**config.mk**
```make
export PLATFORM = sky130hd
export DESIGN_NAME = mem_stage_lsu
export DESIGN_NICKNAME = d
export VERILOG_FILES = /design/src/rtl/mem_stage_lsu.sv
export SDC_FILE = /design/constraint.sdc
export NUM_CORES = 1
export LEC_CHECK = 0
export ABC_AREA = 1
export ABC_CLOCK_PERIOD_IN_PS = 1690
export BUFFER_PORTS_ARGS = -buffer_cell sky130_fd_sc_hd__buf_2
export CAP_MARGIN = 15
export CORE_ASPECT_RATIO = 0.6
export CORE_UTILIZATION = 49
export DETAILED_ROUTE_END_ITERATION = 10
export PLACE_DENSITY = 0.8
export SYNTH_ARGS = -nofsm -noshare
export SYNTH_HDL_FRONTEND = slang
export SYNTH_SLANG_ARGS = --single-unit
```
**constraint.sdc**
```tcl
create_clock -name clk -period 1.69 [get_ports clk]
set_input_delay 0.338 -clock clk [delete_from_list [all_inputs] [get_ports clk]]
set_output_delay 0.338 -clock clk [all_outputs]
set_load 0.005 [all_outputs]
```
**src/rtl/mem_stage_lsu.sv**
```systemverilog
// RV32I MEM-stage load/store unit: single-outstanding data-cache handshake, lane steering, load extension.
// Optional build macro MEM_STAGE_LSU_MISALIGN_TRAP_EN: misaligned half/word ops complete at once with a misalign pulse.
//
//  state  | meaning
//  -------+-------------------------------------------------------------
//  IDLE   | waiting for req_valid; captures the op on acceptance
//  ACCESS | cache strobe held until dmem_resp; pipeline stalled
//  DONE   | one-cycle resp_valid; new requests ignored
module mem_stage_lsu #(
    parameter int WAIT_CNT_W = 8
) (
    input  logic                  clk,
    input  logic                  rst,
    input  logic                  req_valid,
    input  logic                  req_store,
    input  logic [2:0]            funct3,
    input  logic [31:0]           addr,
    input  logic [31:0]           wdata,
    output logic                  stall,
    output logic                  resp_valid,
    output logic [31:0]           load_data,
    output logic [WAIT_CNT_W-1:0] wait_cycles,
`ifdef MEM_STAGE_LSU_MISALIGN_TRAP_EN
    output logic                  misalign,
`endif
    output logic [31:0]           dmem_address,
    output logic                  dmem_read,
    output logic                  dmem_write,
    output logic [3:0]            dmem_wmask,
    output logic [31:0]           dmem_wdata,
    input  logic [31:0]           dmem_rdata,
    input  logic                  dmem_resp
);

    typedef enum logic [1:0] {
        S_IDLE   = 2'd0,
        S_ACCESS = 2'd1,
        S_DONE   = 2'd2
    } state_t;

    state_t                  state;
    logic                    cap_store;
    logic [2:0]              cap_funct3;
    logic [31:0]             cap_addr;
    logic [31:0]             cap_wdata;
    logic [WAIT_CNT_W-1:0]   wait_cnt;
    logic [WAIT_CNT_W-1:0]   wait_inc;
    logic                    trap_hit;
    logic                    dmem_active;
    logic [3:0]              lane_wmask;
    logic [31:0]             lane_wdata;
    logic [7:0]              byte_sel;
    logic [15:0]             half_sel;
    logic [31:0]             load_ext;

`ifdef MEM_STAGE_LSU_MISALIGN_TRAP_EN
    // Bytes never trap; halves need addr[0]=0; everything else is word-class.
    function automatic logic is_misaligned(input logic st, input logic [2:0] f3,
                                           input logic [1:0] o);
        logic is_byte;
        logic is_half;
        is_byte = (f3 == 3'b000) || (!st && f3 == 3'b100);
        is_half = (f3 == 3'b001) || (!st && f3 == 3'b101);
        if (is_byte)
            return 1'b0;
        if (is_half)
            return o[0];
        return (o != 2'b00);
    endfunction

    assign trap_hit = is_misaligned(req_store, funct3, addr[1:0]);
`else
    assign trap_hit = 1'b0;
`endif

    assign wait_inc = (wait_cnt == '1) ? wait_cnt : wait_cnt + 1'b1;

    assign stall = ((state == S_IDLE) && req_valid) || (state == S_ACCESS);

    // Cache-facing fields come only from the captured op and are zero while no strobe is up.
    assign dmem_active  = dmem_read || dmem_write;
    assign dmem_address = dmem_active ? {cap_addr[31:2], 2'b00} : 32'd0;
    assign dmem_wmask   = dmem_write ? lane_wmask : 4'b0000;
    assign dmem_wdata   = dmem_write ? lane_wdata : 32'd0;

    always_comb begin
        lane_wmask = 4'b1111;
        lane_wdata = cap_wdata;
        case (cap_funct3)
            3'b000: begin
                lane_wmask = 4'b0001 << cap_addr[1:0];
                lane_wdata = {4{cap_wdata[7:0]}};
            end
            3'b001: begin
                lane_wmask = cap_addr[1] ? 4'b1100 : 4'b0011;
                lane_wdata = {2{cap_wdata[15:0]}};
            end
            default: begin
                lane_wmask = 4'b1111;
                lane_wdata = cap_wdata;
            end
        endcase
    end

    always_comb begin
        byte_sel = dmem_rdata[7:0];
        case (cap_addr[1:0])
            2'd0: byte_sel = dmem_rdata[7:0];
            2'd1: byte_sel = dmem_rdata[15:8];
            2'd2: byte_sel = dmem_rdata[23:16];
            2'd3: byte_sel = dmem_rdata[31:24];
            default: byte_sel = dmem_rdata[7:0];
        endcase
        half_sel = cap_addr[1] ? dmem_rdata[31:16] : dmem_rdata[15:0];
        load_ext = dmem_rdata;
        case (cap_funct3)
            3'b000:  load_ext = {{24{byte_sel[7]}}, byte_sel};
            3'b100:  load_ext = {24'd0, byte_sel};
            3'b001:  load_ext = {{16{half_sel[15]}}, half_sel};
            3'b101:  load_ext = {16'd0, half_sel};
            default: load_ext = dmem_rdata;
        endcase
    end

    always_ff @(posedge clk) begin
        if (rst) begin
            state       <= S_IDLE;
            cap_store   <= 1'b0;
            cap_funct3  <= 3'd0;
            cap_addr    <= 32'd0;
            cap_wdata   <= 32'd0;
            wait_cnt    <= '0;
            wait_cycles <= '0;
            load_data   <= 32'd0;
            resp_valid  <= 1'b0;
            dmem_read   <= 1'b0;
            dmem_write  <= 1'b0;
`ifdef MEM_STAGE_LSU_MISALIGN_TRAP_EN
            misalign    <= 1'b0;
`endif
        end else begin
            case (state)
                S_IDLE: begin
                    resp_valid <= 1'b0;
                    if (req_valid) begin
                        cap_store  <= req_store;
                        cap_funct3 <= funct3;
                        cap_addr   <= addr;
                        cap_wdata  <= wdata;
                        wait_cnt   <= '0;
                        if (trap_hit) begin
                            state       <= S_DONE;
                            resp_valid  <= 1'b1;
                            load_data   <= 32'd0;
                            wait_cycles <= '0;
`ifdef MEM_STAGE_LSU_MISALIGN_TRAP_EN
                            misalign    <= 1'b1;
`endif
                        end else begin
                            state      <= S_ACCESS;
                            dmem_read  <= !req_store;
                            dmem_write <= req_store;
                        end
                    end
                end
                S_ACCESS: begin
                    if (dmem_resp) begin
                        state       <= S_DONE;
                        dmem_read   <= 1'b0;
                        dmem_write  <= 1'b0;
                        resp_valid  <= 1'b1;
                        load_data   <= cap_store ? 32'd0 : load_ext;
                        wait_cycles <= wait_inc;
                    end else begin
                        wait_cnt <= wait_inc;
                    end
                end
                S_DONE: begin
                    state      <= S_IDLE;
                    resp_valid <= 1'b0;
`ifdef MEM_STAGE_LSU_MISALIGN_TRAP_EN
                    misalign   <= 1'b0;
`endif
                end
                default: begin
                    state      <= S_IDLE;
                    resp_valid <= 1'b0;
                    dmem_read  <= 1'b0;
                    dmem_write <= 1'b0;
                end
            endcase
        end
    end

endmodule
```
# [Yosys cells after proc, flatten, opt, wreduce, memory -nomap -nowiden]
# Cells that the tools add are included.
# Widths: inputs -> output; s select.
[totals] register_bits=121 inputBits=104 out_inout_bits=112 wordCells=63
[op_classes] add_sub_neg=1 eq_ne=12 n_shift=1 n_mux=22 n_bitwise=2 n_reduce_logical=14
[ops] operator="$pmux 32 s4" count=1
[ops] operator="$mux 32" count=3
[ops] operator="$pmux 32 s2" count=1
[ops] operator="$pmux 8 s4" count=1
[ops] operator="$mux 8" count=3
[ops] operator="$mux 16" count=1
[ops] operator="$pmux 8 s2" count=1
[ops] operator="$add 8x1->8 const B" count=1
[ops] operator="$eq 8x8->1 const B" count=1
[ops] operator="$mux 4" count=2
[ops] operator="$pmux 4 s2" count=1
[ops] operator="$eq 2x2->1 const B" count=3
[ops] operator="$eq 3x3->1 const B" count=2
[ops] operator="$ne 2x2->1 const B" count=3
[ops] operator="$pmux 1 s3" count=2
[ops] operator="$reduce_and 2->1" count=3
[ops] operator="$reduce_and 3->1" count=2
[ops] operator="$eq 2x1->1 const B" count=2
[ops] operator="$logic_not 2->1" count=2
[ops] operator="$mux 2" count=2
[ops] operator="$pmux 2 s2" count=1
[ops] operator="$shl 1x2->4 const A" count=1
[ops] operator="$eq 3x1->1 const B" count=1
[ops] operator="$logic_not 3->1" count=1
[ops] operator="7 further kinds" count=11

# [Longest topological paths before layout]
[depth] word_depth=4 depth_mapped=9

# [Worst setup path after synthesis]
# OpenSTA, ideal clock, no wires.
[synth_timing] kind="flip-flop to output port" startpoint="register cap_funct3[0]" endpoint="output dmem_wdata[14]" t_arrival_ns=1.173 t_required_ns=1.352 slack_ns=0.179 stages_incl_launch_ff=9 path_buffers=2 path_cell_list="dfxtp_1 -> nand2_2 -> nor2_4 -> inv_2 -> nand2_2 -> buf_6 -> buf_6 -> nor2_1 -> nor2_1"
[synth_between] elab_chain_cells=3 elab_cells_between_ends=4
[synth_rtl] item="start, declared" line="43" rtl="logic [2:0] cap_funct3;"
[synth_rtl] item="start signal, assigned" line="147" rtl="cap_funct3 <= funct3;"
[synth_rtl] item="$eq 3x1->1 / $logic_not 3->1 (equally long branches)" line="89" rtl="case (cap_funct3)"
[synth_rtl] item="$pmux 32 s2 (*)" line="89"
[synth_rtl] item="$mux 32 (*)" line="84" rtl="assign dmem_wdata = dmem_write ? lane_wdata : 32'd0;"
[synth_rtl] item="end, declared" line="30" rtl="output logic [31:0] dmem_wdata,"
# Every way passes the cells marked *; elsewhere a longest branch is shown, timed or not.

# [Final worst setup path]
[layout_timing] startpoint="register cap_funct3[1]" endpoint="output dmem_wdata[11]"
# Same word-level chain as after synthesis.

==> impl_metrics.tcl <==
set metrics [dict create \
    power_density_nw_per_um2 1100 \
    cp-start-kind "flop" \
    drt_iter0_markers 328 \
    hold_viol 0 \
    avgViaCountPerCell 5.00 \
    clk-insertion-delay-late_ns 0.40 \
    syn_inst 844 \
    cp-end-kind "primary output" \
    clockBufferDepth 2 \
    num_rows 30 \
    cp.required_ns 1.35 \
    post-place-cells 1182 \
    ys_async_sr_fraction 0 \
    drv_slew 0 \
    cts_tree "built" \
    fin_hold_ws_ns 0.183 \
    path_common_cell "inv_4" \
    antenna_found_initial 1 \
    drc 0 \
    ys_top_cells_by_area "dfxtp_1, nor2_1, a21oi_1" \
    root_buffer "clkbuf_16" \
    setup_violations 28 \
    max_clock_freq_mhz 488 \
    hpwl_um 11600 \
    fin_area_um2 7780 \
    grt_use_total 0.271 \
    synth_edf_count 0 \
    clock_sinks 121 \
    synth_seq_cells 121 \
    grt_max_degree 57 \
    instances_no_fill 1222 \
    fillers 966 \
    status "complete, but fails checks" \
    ctsHoldBuffers 0 \
    place_area_um2 6950 \
    ys_warn_count 0 \
    cp_slowest_cell "dfxtp_4" \
    num_vias 6104 \
    yosysMostFrequentCell "nor2_1" \
    yosysTopAreaCell "dfxtp_1" \
    min_period_over_period 1.21 \
    die_area_um2 12200 \
    grt_pass1_wl_um 25900 \
    gp_congestion 0.884 \
    drv_cap 0 \
    fin_nets 1153 \
    drtAntennaViolNets 0 \
    min_period_ns 2.05 \
    ios 216 \
    fp.dieH_um 85.8 \
    numCtsBuffers 17 \
    rsz0062_at_grt "yes" \
    synth_common_cells "nor2_1, nand2_1, dfxtp_1" \
    ys_seq_area_frac 0.422 \
    p_leak_nw 3.82 \
    skew_ns 0.0108 \
    critical_path.cell_chain "inv_2 > nand2_2 > nor2_4 > inv_4 > nand2_4 > inv_4 > buf_12 > o21ai_2 > a21oi_1 > buf_2" \
    crit_path_max_incr_delay_ns 0.35 \
    io_buffers 213 \
    firstDrtPassIters 5 \
    die_w_um 142 \
    ir_worst_vdd_v 0.000811 \
    hp-class "primary input to flop" \
    cp.arrival_ns 1.71 \
    path_clk_slew_ns 0.06 \
    layout-drive-gt1-share 0.297 \
    worst_slack_ns -0.359 \
    crit_fanout 13 \
    start_util 0.506 \
    yosys.cell_types.count 32 \
    critPathKind "flop to primary output" \
    grt_remaining_overflow 0 \
    post_drt_wl_per_cell_um 13.6 \
    avgSynthCellArea_um2 6.79 \
    wl_um 16700 \
    core_um2 11300 \
    synthesis.area_um2 5730 \
    grt_pass1_vias 5176 \
    ys.flop_type "dfxtp_1" \
    htree_levels 4 \
    violations "negative setup slack" \
    area_delta_synth_final_pct 35.7 \
    synth_top_cell_area_share 0.422 \
]
[state kept, by name, summed over array words and instances (netlist names)]
signal and cells:
cap_addr 32, cap_wdata 32, load_data 32, wait_cnt 8, wait_cycles 8, cap_funct3 3, state 2, cap_store 1
dmem_read 1, dmem_write 1, resp_valid 1
[routing by layer]
layer | part of all wire | vias to the layer above | track usage
met1 | 0.47 | 2714 | 0.383
met4 | 0.013 | 0 | 0.0841
met3 | 0.078 | 18 | 0.0648
li1 | - | 3120 | -
met5 | 0 | - | 0
met2 | 0.44 | 252 | 0.408
[per-stage QoR]
step / power (mW) / setup WS, ns / TNS, ns / util
detailed placement: 4.50 / -0.0439 / -0.162 / 0.613
finish: 8.59 / -0.359 / -8.05 / 0.687
CTS: 8.56 / -0.338 / -7.76 / 0.678
floorplan: 4.04 / 0.179 / 0 / -
global route: 8.94 / -0.427 / -10.57 / 0.687
global placement: 4.48 / 0.0383 / 0 / 0.613
[power by group]
part	total (mW)	internal (mW)	switching, mW
combinational	1.40	0.551	0.846
clock	4.03	2.73	1.29
sequential	3.16	3.05	0.108
total	8.59	6.34	2.25
[area by class of cell]
class	instances	area (µm²)	share of cell area
multi-input combinational	583	2790	0.358
clock buffer	21	470	0.0605
antenna	1	2.50	0.000322
sequential	121	2430	0.313
tap	160	200	0.0257
timing repair buffer	239	1360	0.175
clock inverter	11	191	0.0246
inverter	86	333	0.0428
[worst max-delay path: cells and delay by family (launching register included)]
family | cells | cell delay (ns)
buffers and inverters | 5 | 0.46
DFF | 1 | 0.35
and+or+nand+nor | 3 | 0.28
AOI/OAI and AO/OA | 2 | 0.21
[cell usage in the layout, fill, tap and decap left out, types with 3 or more instances in the layout]
cell type	instances
a21o_1	3
a21oi_1	111
a21oi_2	3
buf_12	5
buf_2	213
buf_4	14
buf_6	6
bufinv_16	5
clkbuf_16	18
clkbuf_8	3
clkinvlp_4	3
dfxtp_1	116
dfxtp_2	3
inv_1	78
inv_2	4
nand2_1	124
nand2_2	3
nand2_4	7
nand3_1	17
nor2_1	163
nor2_2	4
nor2_4	5
o211ai_1	8
o21ai_0	100
o21ai_1	9
o21ai_2	7
o21bai_1	5
xor2_1	3
[worst paths after layout]
path / startpoint / to / slack, ns / depth (start not counted)
max: cap_funct3[1]$_SDFFE_PP0P_ / dmem_wdata[11] / -0.36 / 10
min: wdata[30] / cap_wdata[30]$_SDFFE_PP0P_ / 0.18 / 3
max reg2reg: cap_funct3[1]$_SDFFE_PP0P_ / load_data[0]$_SDFFE_PP0P_ / 0.10 / 9
min reg2reg: cap_addr[8]$_SDFFE_PP0P_ / cap_addr[8]$_SDFFE_PP0P_ / 0.45 / 2
[cells by family (layout without fill, tap and decap cells)]
family          count (synthesis)  in the layout  share of synthesized area
other cells                     1              3                   0.000654
compound gates                250            250                      0.231
xor+xnor                        3              3                    0.00458
flops                         121            121                      0.422
buf+inv                       141            357                      0.104
fa+ha+maj                       1              1                    0.00218
simple gates                  327            327                      0.235
[timing repair]
action | CTS | global route
setup buffers | 3 | 3
setup endpoints to repair | 28 | 68
gates resized for setup | 25 | 14
hold endpoints to repair | 0 | 0
pin swaps | 2 | 2
gates cloned | 0 | 2
(Power assumes the default switching activity.)
